--- config.mk ---
export PLATFORM = sky130hd
export DESIGN_NAME = marker_run_detect_flat
export DESIGN_NICKNAME = d
export VERILOG_FILES = /design/src/rtl/marker_run_detect_pkg.sv /design/src/rtl/marker_run_detect_if.sv /design/src/rtl/marker_run_detect_run_length_tracker.sv /design/src/rtl/marker_run_detect.sv /design/src/flat_wrapper.sv
export SDC_FILE = /design/constraint.sdc
export NUM_CORES = 1
export LEC_CHECK = 0
export BUFFER_PORTS_ARGS = -buffer_cell sky130_fd_sc_hd__buf_4
export CAP_MARGIN = 25
export CORE_MARGIN = 3
export CORE_UTILIZATION = 40
export DETAILED_ROUTE_END_ITERATION = 10
export GPL_ROUTABILITY_DRIVEN = 0
export PLACE_DENSITY = 0.59
export SETUP_SLACK_MARGIN = 0.4
export SLEW_MARGIN = 20
export SYNTH_ARGS = -nofsm -noshare
export SYNTH_HDL_FRONTEND = slang
export SYNTH_SLANG_ARGS = --single-unit
--- constraint.sdc ---
create_clock -name clk_in -period 8.86 [get_ports clk_in]
set_input_delay 0.443 -clock clk_in [delete_from_list [all_inputs] [get_ports clk_in]]
set_output_delay 0.443 -clock clk_in [all_outputs]
set_load 0.1 [all_outputs]
--- src/rtl/marker_run_detect_pkg.sv ---
// Shared definitions for the marker-detect pipeline: compressed colour codes
// (bit0 red, bit1 green, bit2 blue) and the frame report FSM states.
package marker_pkg;

   localparam logic [2:0] COL_BLACK   = 3'b000;
   localparam logic [2:0] COL_RED     = 3'b001;
   localparam logic [2:0] COL_GREEN   = 3'b010;
   localparam logic [2:0] COL_YELLOW  = 3'b011;
   localparam logic [2:0] COL_BLUE    = 3'b100;
   localparam logic [2:0] COL_MAGENTA = 3'b101;
   localparam logic [2:0] COL_CYAN    = 3'b110;
   localparam logic [2:0] COL_WHITE   = 3'b111;

   typedef enum logic [1:0] {
      IDLE   = 2'd0,
      ACTIVE = 2'd1,
      REPORT = 2'd2
   } state_t;

endpackage

--- src/rtl/marker_run_detect_if.sv ---
// Pixel-in / report-out bundle of marker_run_detect. Defining MARKER_RUN_COUNT_EN
// adds marker_runs_out (qualifying runs per reported frame).
interface marker_run_detect_if #(
   parameter int X_BITS = 11,
   parameter int Y_BITS = 10
);
   import marker_pkg::*;

   // pixel_valid_in qualifies compressed_in and all three strobes. There is no
   // back-pressure: a valid pixel is consumed in the cycle it is presented.
   logic              pixel_valid_in;
   logic [2:0]        compressed_in;
   logic              line_start_in;
   logic              frame_start_in;
   logic              frame_end_in;

   logic              marker_valid_out;
   logic              marker_found_out;
   logic [X_BITS-1:0] marker_x_out;
   logic [Y_BITS-1:0] marker_y_out;
   logic [Y_BITS-1:0] marker_rows_out;
`ifdef MARKER_RUN_COUNT_EN
   logic [15:0]       marker_runs_out;
`endif
   state_t            dbg_state;

   modport master (
      output pixel_valid_in, compressed_in, line_start_in, frame_start_in, frame_end_in,
`ifdef MARKER_RUN_COUNT_EN
      input  marker_runs_out,
`endif
      input  marker_valid_out, marker_found_out, marker_x_out, marker_y_out,
             marker_rows_out, dbg_state
   );

   modport slave (
      input  pixel_valid_in, compressed_in, line_start_in, frame_start_in, frame_end_in,
`ifdef MARKER_RUN_COUNT_EN
      output marker_runs_out,
`endif
      output marker_valid_out, marker_found_out, marker_x_out, marker_y_out,
             marker_rows_out, dbg_state
   );

endinterface

--- src/rtl/marker_run_detect_run_length_tracker.sv ---
// Per-line run-length encoder: x coordinate, current run colour/length/start,
// and a combinational flag telling whether the run closed by this pixel qualifies.
module run_length_tracker
   import marker_pkg::*;
#(
   parameter int         X_BITS        = 11,
   parameter logic [2:0] MARKER_COLOUR = COL_RED,
   parameter int         MIN_RUN       = 4,
   parameter int         MAX_RUN       = 64
) (
   input  logic              clk_in,
   input  logic              rst_n_in,
   input  logic              i_accept,
   input  logic              i_line_start,
   input  logic [2:0]        i_colour,
   output logic [X_BITS-1:0] o_x,
   output logic              o_run_closed,
   output logic              o_qualify,
   output logic [X_BITS-1:0] o_run_start,
   output logic [X_BITS-1:0] o_run_end
);

   localparam int                RUN_W   = $clog2(MAX_RUN + 2);
   localparam logic [RUN_W-1:0]  LEN_SAT = RUN_W'(MAX_RUN + 1);
   localparam logic [RUN_W-1:0]  LEN_MIN = RUN_W'(MIN_RUN);
   localparam logic [RUN_W-1:0]  LEN_MAX = RUN_W'(MAX_RUN);
   localparam logic [X_BITS-1:0] X_MAX   = '1;

   logic [X_BITS-1:0] r_x;
   logic [2:0]        r_run_colour;
   logic [RUN_W-1:0]  r_run_len;
   logic [X_BITS-1:0] r_run_start;

   logic [X_BITS-1:0] w_x;
   logic              w_extend;
   logic              w_colour_ok;
   logic              w_len_ok;

   always_comb begin
      w_x = '0;
      if (!i_line_start) begin
         w_x = (r_x == X_MAX) ? r_x : r_x + 1'b1;
      end
      w_extend     = !i_line_start && (i_colour == r_run_colour);
      w_colour_ok  = (r_run_colour == MARKER_COLOUR);
      w_len_ok     = (r_run_len >= LEN_MIN) && (r_run_len <= LEN_MAX);
      o_run_closed = i_accept && !w_extend;
      // Only a colour change inside the line bounds the run on its right side.
      o_qualify    = o_run_closed && !i_line_start && w_colour_ok && w_len_ok
                     && (r_run_start != '0);
      o_x          = w_x;
      o_run_start  = r_run_start;
      o_run_end    = w_x - 1'b1;
   end

   always_ff @(posedge clk_in or negedge rst_n_in) begin
      if (!rst_n_in) begin
         r_x          <= '0;
         r_run_colour <= '0;
         r_run_len    <= '0;
         r_run_start  <= '0;
      end else if (i_accept) begin
         r_x <= w_x;
         if (w_extend) begin
            if (r_run_len != LEN_SAT) begin
               r_run_len <= r_run_len + 1'b1;
            end
         end else begin
            r_run_len    <= RUN_W'(1);
            r_run_start  <= w_x;
            r_run_colour <= i_colour;
         end
      end
   end

endmodule

--- src/rtl/marker_run_detect.sv ---
// Frame-level marker detector: bounding box of qualifying red runs, row count and
// a one-cycle report after frame end. Optional MARKER_RUN_COUNT_EN adds a run counter.
module marker_run_detect
   import marker_pkg::*;
#(
   parameter int         X_BITS        = 11,
   parameter int         Y_BITS        = 10,
   parameter logic [2:0] MARKER_COLOUR = COL_RED,
   parameter int         MIN_RUN       = 4,
   parameter int         MAX_RUN       = 64,
   parameter int         MIN_ROWS      = 2
) (
   input  logic                clk_in,
   input  logic                rst_n_in,
   marker_run_detect_if.slave  bus
);

   localparam logic [Y_BITS-1:0] Y_MAX = '1;

   logic              w_accept;
   logic              w_fs;
   logic              w_ls;
   logic              w_end;
   logic [X_BITS-1:0] w_x;
   logic              w_run_closed;
   logic              w_qualify;
   logic              w_hit;
   logic [X_BITS-1:0] w_run_start;
   logic [X_BITS-1:0] w_run_end;

   state_t            r_state;
   logic [Y_BITS-1:0] r_y;
   logic [X_BITS-1:0] r_min_x;
   logic [X_BITS-1:0] r_max_x;
   logic [Y_BITS-1:0] r_min_y;
   logic [Y_BITS-1:0] r_max_y;
   logic [Y_BITS-1:0] r_rows;
   logic              r_line_hit;

   logic [Y_BITS-1:0] w_y;
   logic [X_BITS-1:0] w_min_x;
   logic [X_BITS-1:0] w_max_x;
   logic [Y_BITS-1:0] w_min_y;
   logic [Y_BITS-1:0] w_max_y;
   logic [Y_BITS-1:0] w_rows;
   logic [Y_BITS-1:0] w_rows_fin;
   logic              w_line_hit;
   logic              w_found;
   logic [X_BITS:0]   w_sum_x;
   logic [Y_BITS:0]   w_sum_y;
   logic [X_BITS-1:0] w_cx;
   logic [Y_BITS-1:0] w_cy;

   logic              r_valid;
   logic              r_found;
   logic [X_BITS-1:0] r_x_out;
   logic [Y_BITS-1:0] r_y_out;
   logic [Y_BITS-1:0] r_rows_out;

`ifdef MARKER_RUN_COUNT_EN
   logic [15:0]       r_runs;
   logic [15:0]       w_runs;
   logic [15:0]       r_runs_out;
`endif

   run_length_tracker #(
      .X_BITS        (X_BITS),
      .MARKER_COLOUR (MARKER_COLOUR),
      .MIN_RUN       (MIN_RUN),
      .MAX_RUN       (MAX_RUN)
   ) u_tracker (
      .clk_in       (clk_in),
      .rst_n_in     (rst_n_in),
      .i_accept     (w_accept),
      .i_line_start (w_ls),
      .i_colour     (bus.compressed_in),
      .o_x          (w_x),
      .o_run_closed (w_run_closed),
      .o_qualify    (w_qualify),
      .o_run_start  (w_run_start),
      .o_run_end    (w_run_end)
   );

   // A frame_start pixel is taken in any state; it also abandons an open frame.
   always_comb begin
      w_fs     = bus.pixel_valid_in && bus.frame_start_in;
      w_accept = bus.pixel_valid_in && (bus.frame_start_in || (r_state == ACTIVE));
      w_ls     = bus.line_start_in || bus.frame_start_in;
      w_end    = w_accept && bus.frame_end_in;
      w_hit    = w_run_closed && w_qualify;
   end

   always_comb begin
      if (w_fs) begin
         w_y        = '0;
         w_min_x    = '1;
         w_max_x    = '0;
         w_min_y    = '1;
         w_max_y    = '0;
         w_rows     = '0;
         w_line_hit = 1'b0;
      end else begin
         w_y        = (w_ls && (r_y != Y_MAX)) ? r_y + 1'b1 : r_y;
         w_min_x    = r_min_x;
         w_max_x    = r_max_x;
         w_min_y    = r_min_y;
         w_max_y    = r_max_y;
         w_rows     = (w_ls && r_line_hit && (r_rows != Y_MAX)) ? r_rows + 1'b1 : r_rows;
         w_line_hit = w_ls ? 1'b0 : r_line_hit;
      end
      if (w_hit) begin
         if (w_run_start < w_min_x) w_min_x = w_run_start;
         if (w_run_end > w_max_x)   w_max_x = w_run_end;
         if (w_y < w_min_y)         w_min_y = w_y;
         if (w_y > w_max_y)         w_max_y = w_y;
         w_line_hit = 1'b1;
      end
      // The last line has no following line start, so its hit is folded in here.
      w_rows_fin = (w_line_hit && (w_rows != Y_MAX)) ? w_rows + 1'b1 : w_rows;
      w_found    = (w_rows_fin >= Y_BITS'(MIN_ROWS));
      w_sum_x    = {1'b0, w_min_x} + {1'b0, w_max_x};
      w_sum_y    = {1'b0, w_min_y} + {1'b0, w_max_y};
      w_cx       = w_found ? X_BITS'(w_sum_x >> 1) : '0;
      w_cy       = w_found ? Y_BITS'(w_sum_y >> 1) : '0;
   end

`ifdef MARKER_RUN_COUNT_EN
   always_comb begin
      w_runs = w_fs ? 16'd0 : r_runs;
      if (w_hit && (w_runs != 16'hFFFF)) begin
         w_runs = w_runs + 16'd1;
      end
   end
`endif

   always_ff @(posedge clk_in or negedge rst_n_in) begin
      if (!rst_n_in) begin
         r_state    <= IDLE;
         r_y        <= '0;
         r_min_x    <= '0;
         r_max_x    <= '0;
         r_min_y    <= '0;
         r_max_y    <= '0;
         r_rows     <= '0;
         r_line_hit <= 1'b0;
         r_valid    <= 1'b0;
         r_found    <= 1'b0;
         r_x_out    <= '0;
         r_y_out    <= '0;
         r_rows_out <= '0;
`ifdef MARKER_RUN_COUNT_EN
         r_runs     <= '0;
         r_runs_out <= '0;
`endif
      end else begin
         r_valid <= 1'b0;
         case (r_state)
            IDLE, REPORT: begin
               if (w_accept)      r_state <= w_end ? REPORT : ACTIVE;
               else               r_state <= IDLE;
            end
            ACTIVE: begin
               if (w_end)         r_state <= REPORT;
            end
            default:              r_state <= IDLE;
         endcase
         if (w_accept) begin
            r_y        <= w_y;
            r_min_x    <= w_min_x;
            r_max_x    <= w_max_x;
            r_min_y    <= w_min_y;
            r_max_y    <= w_max_y;
            r_rows     <= w_rows;
            r_line_hit <= w_line_hit;
`ifdef MARKER_RUN_COUNT_EN
            r_runs     <= w_runs;
`endif
         end
         if (w_end) begin
            r_valid    <= 1'b1;
            r_found    <= w_found;
            r_x_out    <= w_cx;
            r_y_out    <= w_cy;
            r_rows_out <= w_rows_fin;
`ifdef MARKER_RUN_COUNT_EN
            r_runs_out <= w_runs;
`endif
         end
      end
   end

   assign bus.marker_valid_out = r_valid;
   assign bus.marker_found_out = r_found;
   assign bus.marker_x_out     = r_x_out;
   assign bus.marker_y_out     = r_y_out;
   assign bus.marker_rows_out  = r_rows_out;
   assign bus.dbg_state        = r_state;
`ifdef MARKER_RUN_COUNT_EN
   assign bus.marker_runs_out  = r_runs_out;
`endif

endmodule

--- src/flat_wrapper.sv ---
// flat-port wrapper written by rule: the top's interface ports become plain ports
module marker_run_detect_flat import marker_pkg::*;
#(
   parameter int         X_BITS        = 11,
   parameter int         Y_BITS        = 10,
   parameter logic [2:0] MARKER_COLOUR = COL_RED,
   parameter int         MIN_RUN       = 4,
   parameter int         MAX_RUN       = 64,
   parameter int         MIN_ROWS      = 2
)
  (clk_in, rst_n_in, bus_pixel_valid_in, bus_compressed_in, bus_line_start_in, bus_frame_start_in, bus_frame_end_in, bus_marker_valid_out, bus_marker_found_out, bus_marker_x_out, bus_marker_y_out, bus_marker_rows_out, bus_dbg_state);
  marker_run_detect_if #(.X_BITS(X_BITS), .Y_BITS(Y_BITS)) bus_i ();
  input  logic clk_in;
  input  logic rst_n_in;
  input wire logic [$bits(bus_i.pixel_valid_in)-1:0] bus_pixel_valid_in;
  input wire logic [$bits(bus_i.compressed_in)-1:0] bus_compressed_in;
  input wire logic [$bits(bus_i.line_start_in)-1:0] bus_line_start_in;
  input wire logic [$bits(bus_i.frame_start_in)-1:0] bus_frame_start_in;
  input wire logic [$bits(bus_i.frame_end_in)-1:0] bus_frame_end_in;
  output wire logic [$bits(bus_i.marker_valid_out)-1:0] bus_marker_valid_out;
  output wire logic [$bits(bus_i.marker_found_out)-1:0] bus_marker_found_out;
  output wire logic [$bits(bus_i.marker_x_out)-1:0] bus_marker_x_out;
  output wire logic [$bits(bus_i.marker_y_out)-1:0] bus_marker_y_out;
  output wire logic [$bits(bus_i.marker_rows_out)-1:0] bus_marker_rows_out;
  output wire logic [$bits(bus_i.dbg_state)-1:0] bus_dbg_state;
  assign bus_i.pixel_valid_in = bus_pixel_valid_in;
  assign bus_i.compressed_in = bus_compressed_in;
  assign bus_i.line_start_in = bus_line_start_in;
  assign bus_i.frame_start_in = bus_frame_start_in;
  assign bus_i.frame_end_in = bus_frame_end_in;
  assign bus_marker_valid_out = bus_i.marker_valid_out;
  assign bus_marker_found_out = bus_i.marker_found_out;
  assign bus_marker_x_out = bus_i.marker_x_out;
  assign bus_marker_y_out = bus_i.marker_y_out;
  assign bus_marker_rows_out = bus_i.marker_rows_out;
  assign bus_dbg_state = bus_i.dbg_state;
  marker_run_detect #(.X_BITS(X_BITS), .Y_BITS(Y_BITS), .MARKER_COLOUR(MARKER_COLOUR), .MIN_RUN(MIN_RUN), .MAX_RUN(MAX_RUN), .MIN_ROWS(MIN_ROWS)) u_core (.clk_in(clk_in), .rst_n_in(rst_n_in), .bus(bus_i));
endmodule
Word-level counts from Yosys, hierarchy flattened
Index checks and enable logic that the tools add are counted.

Bits in writable memories: 0. Bits in read-only memories: 0. Bits in latches: 0. Bits of input ports: 9. Register bits: 130. Output and inout port bits: 35. Memories: 0. Logic and storage cells: 99.

Equal/unequal tests: 11. $mul: 0. Magnitude comparators: 7. Shift operators: 0. Bitwise logic cells: 1. Reductions and logical operators: 24. Multiplexer cells: 31. Div/mod/pow operators: 0. $add $sub $neg: 8.

Operator list (number): 10-bit two-way mux (12); 11-bit two-way mux (9); 10-bit by 1-bit adder with 10-bit output (second input constant) (3); 10-bit inequality test (second input constant) (3); 1-bit logical AND (15); 7-bit two-way mux (2); 11-bit by 11-bit adder with 12-bit output (1); 10-bit by 10-bit adder with 11-bit output (1); 11-bit by 1-bit adder with 11-bit output (second input constant) (1); 11-bit == test (second input constant) (1); 11-bit greater-than comparator (1); 11-bit < comparator (1); 11-bit nonzero test (1); 11-bit by 1-bit subtractor with 11-bit output (second input constant) (1); 10-bit by 2-bit >= comparator with 1-bit output (second input constant) (1); 10-bit greater-than comparator (1); 10-bit < comparator (1); 7-bit by 1-bit adder with 7-bit output (second input constant) (1); 7-bit by 3-bit >= comparator with 1-bit output (second input constant) (1); 7-bit less-or-equal comparator (second input constant) (1); 7-bit inequality test (second input constant) (1); 2-bit two-way mux (3); 1-bit two-way mux (4); 2-bit by 1-bit inequality test with 1-bit output (second input constant) (2); 11 further kinds (14).

Logic depth before layout (Yosys ltp)
Gate-level depths: netlist of run 1.

Word-level depth: 15. Gate-level depth with buffers: 30. Mapped depth without buffers: 28.

By module
A second synthesis of run 1 with hierarchy kept.

Cells, all modules: 1044. Area, all modules: 9032.4 um^2.

Modules (own cells, without submodules): marker_run_detect (instances 1, cells an instance 838, seq. area each 2452.4 um^2, area each 7074.3 um^2); run_length_tracker (instances 1, cells an instance 206, seq. area each 800.8 um^2, area each 1958.1 um^2).

Worst setup path before layout of run 1
Ideal clock, no wire load.

Kind: register to register. From: reg u_core.u_tracker.r_x[0]. To: reg u_core.r_x_out[9], in the netlist u_core.bus.marker_x_out[9]. Arrival: 5922 ps. Required time: 8768 ps. Clock period less this slack: 6014 ps. Setup time: 92 ps. Path slack: 2846 ps. Cell stages (with the launch flop): 28. Path buffers: 2. Cell sequence: dfrtp_1 ha_1 nand4_1 nor3_1 mux2_2 nand2_1 ha_1 xnor2_1 ha_1 a21o_1 a21o_1 a211o_1 a221o_1 nand3_1 clkbuf_1 clkbuf_1 a21oi_1 ha_1 nor2b_1 o21ai_0 a21boi_0 o21ai_0 a21boi_0 o21ai_0 a21oi_1 o21a_1 o21a_1 o31ai_2.

Word-level cells in the longest chain between the ends: 9. Elaborated cells on any way between the ends: 10. Classes of those cells: 3 x add/sub; 1 x order compare; 1 x eq/ne; 5 x mux.

Ends and longest elaborated chain: start: declaration (line marker_run_detect_run_length_tracker.sv:29) `logic [X_BITS-1:0] r_x;`; start signal: assignment (line marker_run_detect_run_length_tracker.sv:63) `r_x <= w_x;`; 11-bit by 1-bit adder with 11-bit output / 11-bit == test (equally long branches) (line marker_run_detect_run_length_tracker.sv:42) `w_x = (r_x == X_MAX) ? r_x : r_x + 1'b1;`; 11-bit two-way mux (*) (line marker_run_detect_run_length_tracker.sv:42); 11-bit two-way mux (*) (line marker_run_detect_run_length_tracker.sv:41) `if (!i_line_start) begin`; 11-bit by 1-bit subtractor with 11-bit output (*) (line marker_run_detect_run_length_tracker.sv:53) `o_run_end = w_x - 1'b1;`; 11-bit greater-than comparator (line marker_run_detect.sv:113) `if (w_run_end > w_max_x) w_max_x = w_run_end;`; 11-bit two-way mux (*) (line marker_run_detect.sv:113); 11-bit two-way mux (*) (line marker_run_detect.sv:111) `if (w_hit) begin`; via u_core.w_max_x[2] (line marker_run_detect.sv:42) `logic [X_BITS-1:0] w_max_x;`; 11-bit by 11-bit adder with 12-bit output (*) (line marker_run_detect.sv:121) `w_sum_x = {1'b0, w_min_x} + {1'b0, w_max_x};`; 11-bit two-way mux (*) (line marker_run_detect.sv:123) `w_cx = w_found ? X_BITS'(w_sum_x >> 1) : '0;`; end signal: assignment (line marker_run_detect.sv:182) `r_x_out <= w_cx;`; end: declaration (line marker_run_detect.sv:56) `logic [X_BITS-1:0] r_x_out;`.

The timed path passes the listed nets; every way through them passes the cells marked *. A chain may end at the register's enable or synchronous reset.

Worst setup path in the final report of run 1
Same ends and word-level chain as after synthesis.

==> reports/metrics.cfg, run 1 <==
[outcome]
outcome=completed

[drt]
antenna_left=0
wl_met3_um=712
viasPerCell=5.42
drt_first_pass_iters=4
drc=0
drtIter0Drc=481
wl_met2_mm=9.62
top_layer=met4
wl_mm=22.0
wl_met1_mm=11.4
avgRoutedWirePerCell_um=16.7
vias=7133

[worst_setup_path]
start_kind=flip-flop
crit_top_cell=o21ai_0
critPathRequiredTime_ns=9.20
crit_slowest_cell=nor3_1
arrival_ns=7.31
crit_fanout=20
endpoint_kind=flip-flop
cp_slowest_stage_delay_ns=0.58
path_class=flip-flop to flip-flop
reg2reg_depth=27

[layout]
final_util_pct=47.2
n_antenna_cell=0
final_area_um2=9730
final_cells=1316
drive_gt1_share_pct=12.3
final_cell_mix=190 x nand2_1, 130 x dfrtp_1, 98 x o21ai_0
final_common_cell=nand2_1
syn_to_final_growth_pct=13.4
num-nets-final=1111

[synthesis]
synth-edff-count=0
syn_area_um2=8570
ys_ff_latch=130
synth_fa_ha_area_share_pct=10.2
synth_compound_gate_area_share_pct=19.8
async_flop_share_pct=100
syn_avg_cell_area_um2=8.56
synth_nets=1080
synth_seq_area_share_pct=37.9
muxShareOfSynthArea_pct=2.57
yosys.area_share.simple_pct=21.0
synth_top_family_by_area=simple AND/OR/NAND/NOR gates
ys.flop_type=dfrtp_1
synth_xor_area_share_pct=4.29
synth_cell_types=75
netlist_instances=1002
ys.warnings.count=0

[clock_tree]
cts_buffers=17
root_buffer=clkbuf_16
ctsHoldBuffers=0
htreeDepth=4
clkTransAtPathRegs_ns=0.06
cts_tree=built
clockBufferDepth=2
clkLatencyLatePin_ns=0.43
ctsResizeCount=0
post_cts_buffers=0
clkSinkCount=130

[power]
ir_drop_mv=0.0976
p_leak_nw=4.66
power_density_nw_per_um2=173

[run]
cap_violations=0

[sta]
fin_ws_ns=1.89
period_needed_ns=6.97
period_share_pct=78.7
rsz0062_at_grt=false
tightest_slew_ns=0.934
slew_headroom_pct=37.4
slew_violations=0
setup_viol_count_final=0
fin_skew_ns=0.0118
max_freq_mhz=143
finalSetupTns_ns=0
hold_viol=0

[floorplanning]
die_w_um=152
dieArea_um2=23200
core_um2=20600
pin_count=44
rows=52
initial_utilization_pct=41.6
dieHeight_um=152

[placement]
io_buffers=43
post-dp-hpwl_mm=16.1
place_inst=1283
dpl_cell_area_um2=9160
post-place-ws_ns=2.00

[grt]
grt_use_total_pct=18.9
grt_max_degree=69
grt_pass1_wl_mm=35.8
antenna_found_initial=0
grt_pass1_vias=6630
grt.overflow.total=0

[worst_hold_path]
hp-class=primary input to async pin

final timing paths:
check | startpoint | end | slack [ns]
worst max-delay path | u_core.u_tracker.r_x[0]$_DFFE_PN0P_ | u_core.bus.marker_x_out[9]$_DFFE_PN0P_ | 1.89
worst min-delay path | rst_n_in | u_core.u_tracker.r_run_colour[0]$_DFFE_PN0P_ | 0.0004
worst max register to register | u_core.u_tracker.r_x[0]$_DFFE_PN0P_ | u_core.bus.marker_x_out[9]$_DFFE_PN0P_ | 1.89
worst min register to register | u_core.bus.marker_y_out[6]$_DFFE_PN0P_ | u_core.bus.marker_y_out[6]$_DFFE_PN0P_ | 0.48
max in group asynchronous | rst_n_in | u_core.r_max_y[6]$_DFFE_PN0P_ | 7.53
min in group clk_in | bus_compressed_in[1] | u_core.u_tracker.r_run_colour[1]$_DFFE_PN0P_ | 0.23
critical path: cells and delay by family, from the launching register on:
family / cells / cell delay [ns]
xor+xnor: 1 / 0.17
compound gates: 13 / 2.70
simple gates: 7 / 1.83
flops: 1 / 0.40
fa+ha+maj: 4 / 1.27
mux: 1 / 0.40
buf+inv: 1 / 0.11
through the flow:
step	power [mW]	hold slack (ns)
detailed placement	1.02	0.468
CTS	1.70	0.0196
global placement	1.01	0.463
finish	1.69	0.000380
global route	1.76	0.0556
floorplan	0.920	0.147
synthesized netlist by cell type (all sizes together), types with 3 or more instances:
cell type  count  area share, %
dfrtp        130             38
inv           47            2.1
or3            8           0.58
mux2           8            1.1
ha            67            9.8
o21ai        106            6.2
o31ai         13            1.2
mux2i         13            1.5
buf           10           0.67
nand2        191            8.4
a211oi         9           0.79
a21oi         63            3.7
clkbuf        32            1.4
nor3b          3           0.26
and4           7           0.72
a31oi          4           0.29
nor2          63            2.8
a21o          11           0.98
nor4           7           0.58
o21a          10           0.88
nand2b         9           0.74
and2           4           0.29
a41o           4           0.47
nor3          21            1.4
o211ai         7           0.73
nand4         14            1.2
and3          11           0.82
nor2b          7           0.51
a41oi          4           0.41
xnor2         24            2.5
nand3         28            1.6
a31o           9           0.92
or2            4           0.32
o41ai          7            1.1
xor2          18            1.8
registers in the layout, summed over array words and instances (netlist names):
register and cells:
u_core.bus.marker_valid_out 1, u_core.r_rows 10, u_core.u_tracker.r_run_len 7, u_core.r_max_x 11
u_core.bus.marker_y_out 10, u_core.bus.marker_x_out 11, u_core.bus.marker_found_out 1, u_core.u_tracker.r_x 11
u_core.bus.dbg_state 2, u_core.r_min_y 10, u_core.r_y 10, u_core.r_min_x 11
u_core.r_line_hit 1, u_core.u_tracker.o_run_start 11, u_core.bus.marker_rows_out 10, u_core.r_max_y 10
u_core.u_tracker.r_run_colour 3
cell families (layout without fill, tap and decap cells):
kind of cell / Yosys count / count (layout)
AOI/OAI and AO/OA: 267 / 267
DFF: 130 / 130
adders and majority gates: 69 / 69
xor gates and xnor gates: 42 / 42
muxes: 21 / 21
buffers and inverters: 89 / 133
and+or+nand+nor: 384 / 384
report_power, final:
| part | switching (mW) | leakage [nW] | internal (mW) | total, mW |
|---|---|---|---|---|
| sequential | 0.0281 | 1.68 | 0.623 | 0.651 |
| combinational | 0.257 | 2.71 | 0.0954 | 0.352 |
| clock | 0.294 | 0.271 | 0.388 | 0.682 |
layout make-up:
class	instances	area, um^2
fill	2022	10900
multi-input combinational	783	4990
sequential	130	3250
clock buffer	17	425
timing repair buffer	54	409
tap	270	338
inverter	47	176
clock inverter	15	136
per-layer routing:
metal,track usage (%),vias to the layer above
li1,-,3634
met1,28.8,3389
met2,28.3,95
met3,2.64,15
met4,5.14,0
met5,0,-
Note: power is estimated with default switching activity, not from simulation.
==> run 2: changes to the inputs <==
--- a/config.mk
+++ b/config.mk
@@ -5,13 +5,14 @@
 export SDC_FILE = /design/constraint.sdc
 export NUM_CORES = 1
 export LEC_CHECK = 0
+export ABC_AREA = 1
 export BUFFER_PORTS_ARGS = -buffer_cell sky130_fd_sc_hd__buf_4
 export CAP_MARGIN = 25
 export CORE_MARGIN = 3
 export CORE_UTILIZATION = 40
 export DETAILED_ROUTE_END_ITERATION = 10
 export GPL_ROUTABILITY_DRIVEN = 0
-export PLACE_DENSITY = 0.59
+export PLACE_DENSITY = 0.61
 export SETUP_SLACK_MARGIN = 0.4
 export SLEW_MARGIN = 20
 export SYNTH_ARGS = -nofsm -noshare
==> constraint.sdc (replaced) <==
create_clock -name clk_in -period 5.7 [get_ports clk_in]
set_input_delay 0.285 -clock clk_in [delete_from_list [all_inputs] [get_ports clk_in]]
set_output_delay 0.285 -clock clk_in [all_outputs]
set_load 0.1 [all_outputs]
==> run 2 against run 1 <==
  * Combinational power rose to 2.8 times the previous value
  * Clock skew about the same
  * Via count up 10%
  * Count of clock-buffer cells in the layout rose by 3
  * Hold slack gained 0.095 ns
  * Utilization is 2.1 points higher
  * Flip-flop and latch count unchanged
  * First-iteration DRC count increased by 0.42%
  * Sequential share of layout area down 2.3 points
  * Critical endpoint is now u_core.bus.marker_x_out[8]$_DFFE_PN0P_
  * Highest routed layer unchanged
==> reports/metrics.cfg, run 2 <==
[floorplanning]
die_w_um=154
dieHeight_um=154
dieArea_um2=23700
pin_count=44
core_um2=21200
rows=53
initial_utilization_pct=41.2

[drt]
avgRoutedWirePerCell_um=14.5
wl_mm=22.1
antenna_left=0
viasPerCell=5.15
drt_first_pass_iters=6
vias=7858
drtIter0Drc=483
drc=0

[synthesis]
synth_cell_types=46
ys.warnings.count=0
synth_common_cells=318 x nand2_1, 133 x o21ai_0, 130 x dfrtp_1
synth_nets=1247
synth_top_area_share_pct=37.2
synth_seq_area_share_pct=37.2
synth-edff-count=0
ys_ff_latch=130
synth_top_area_cell=dfrtp_1
async_flop_share_pct=100
ys.flop_type=dfrtp_1
syn_area_um2=8750
netlist_instances=1169
yosysMostFrequentCell=nand2_1
netlist_top_cells_area=dfrtp_1 37%, nand2_1 14%, ha_1 9.6%, o21ai_0 7.6%, inv_1 4.6%
syn_avg_cell_area_um2=7.48

[worst_setup_path]
arrival_ns=5.35
cp_slowest_stage_delay_ns=0.41
start_kind=flip-flop
crit_fanout=14
path_class=flip-flop to flip-flop
endpoint_kind=flip-flop
crit_top_cell=nand2_1
crit_slowest_cell=dfrtp_1
critPathRequiredTime_ns=6.00

[clock_tree]
cts_buffers=17
cts_tree=built
htreeDepth=4
clkLatencyLatePin_ns=0.42
clockBufferDepth=2
clkTransAtPathRegs_ns=0.06
root_buffer=clkbuf_16
clkSinkCount=130

[placement]
io_buffers=43
post-place-ws_ns=-0.0886
post-dp-hpwl_mm=16.0

[sta]
hold_viol=0
tightest_slew_ns=0.916
max_freq_mhz=198
setup_viol_count_final=0
slew_headroom_pct=38.9
period_needed_ns=5.04
fin_ws_ns=0.658
rsz0062_at_grt=true
slew_violations=0
period_share_pct=88.4
fin_hold_ws_ns=0.0958
fin_skew_ns=0.0118

[grt]
antenna_found_initial=0
grt_pass1_vias=7487
grt_use_total_pct=18.9
grt_pass1_wl_mm=37.0
grt.overflow.total=0
grt_max_degree=72

[worst_hold_path]
hp-class=primary input to flip-flop

[layout]
final_cell_mix=310 x nand2_1, 130 x dfrtp_1, 124 x o21ai_0
final_common_cell=nand2_1
drive_gt1_share_pct=18.5
syn_to_final_growth_pct=19.6
num-nets-final=1316
n_antenna_cell=0

[power]
finalPower_mw=3.18
power_density_nw_per_um2=304
ir_drop_mv=0.397
p_leak_nw=5.12

[run]
cap_violations=0

[outcome]
outcome=completed

run 2: layer usage:
metal | share of wire [%] | up-vias | track usage (%)
li1 | - | 4014 | -
met1 | 50 | 3694 | 26.9
met2 | 45 | 123 | 29.8
met3 | 4.0 | 27 | 3.80
met4 | 1.3 | 0 | 4.79
met5 | 0 | - | 0
run 2: cell families after synthesis:
kind of cell	Yosys count	share of synthesized area [%]
buffers and inverters	145	6.61
xor gates and xnor gates	32	3.20
and+or+nand+nor	543	27.1
AOI/OAI and AO/OA	250	15.9
adders and majority gates	69	10.0
DFF	130	37.2
run 2: worst paths after layout:
| kind | startpoint | endpoint | slack [ns] | cells after the start |
|---|---|---|---|---|
| max in group asynchronous | rst_n_in | u_core.bus.marker_x_out[9]$_DFFE_PN0P_ | 3.94 | 3 |
| worst min-delay path | bus_compressed_in[2] | u_core.u_tracker.r_run_colour[2]$_DFFE_PN0P_ | 0.1 | 3 |
| worst min register to register | u_core.bus.marker_x_out[7]$_DFFE_PN0P_ | u_core.bus.marker_x_out[7]$_DFFE_PN0P_ | 0.49 | 2 |
| worst max-delay path | u_core.u_tracker.r_x[1]$_DFFE_PN0P_ | u_core.bus.marker_x_out[8]$_DFFE_PN0P_ | 0.66 | 28 |
| worst max register to register | u_core.u_tracker.r_x[1]$_DFFE_PN0P_ | u_core.bus.marker_x_out[8]$_DFFE_PN0P_ | 0.66 | 28 |
| min in group asynchronous | rst_n_in | u_core.r_rows[6]$_DFFE_PN0P_ | 0.40 | 2 |
run 2: repair_timing:
| item | 4_1_cts | 5_1_grt |
|---|---|---|
| hold endpoints to repair | 59 | 0 |
| hold buffers | 1 | 0 |
| pin swaps | 4 | 39 |
| setup buffers | 6 | 14 |
| setup endpoints to repair | 9 | 13 |
| resized for setup | 13 | 72 |
run 2: through the flow:
step	TNS (ns)	utilization (%)	area (um^2)	std cells
final	0	49.3	10500	1526
after global placement	0	44.4	9410	1473
after global routing	0	49.3	10500	1526
after detailed placement	-0.0886	44.4	9410	1473
after floorplan	0	-	8750	1169
after CTS	0	47.5	10100	1512
run 2: where the power goes:
group | total (mW) | switching (mW) | internal (mW)
clock network | 1.09 | 0.438 | 0.656
logic | 1.00 | 0.774 | 0.230
registers | 1.08 | 0.0682 | 1.01
total | 3.18 | 1.28 | 1.90
run 2: cell type report:
class,count,area (um^2)
Clock buffer,20,447
Clock inverter,12,134
Fill cell,2077,10800
Inverter,112,430
Multi-Input combinational cell,894,5210
Sequential cell,130,3250
Tap cell,275,344
Timing Repair Buffer,83,637
run 2: critical path, delay by kind of cell (launching register included):
kind | cells | cell delay, ns
adders and majority gates | 3 | 0.84
xor gates and xnor gates | 2 | 0.32
AOI/OAI and AO/OA | 5 | 1.02
and+or+nand+nor | 16 | 2.03
DFF | 1 | 0.41
buffers and inverters | 2 | 0.30
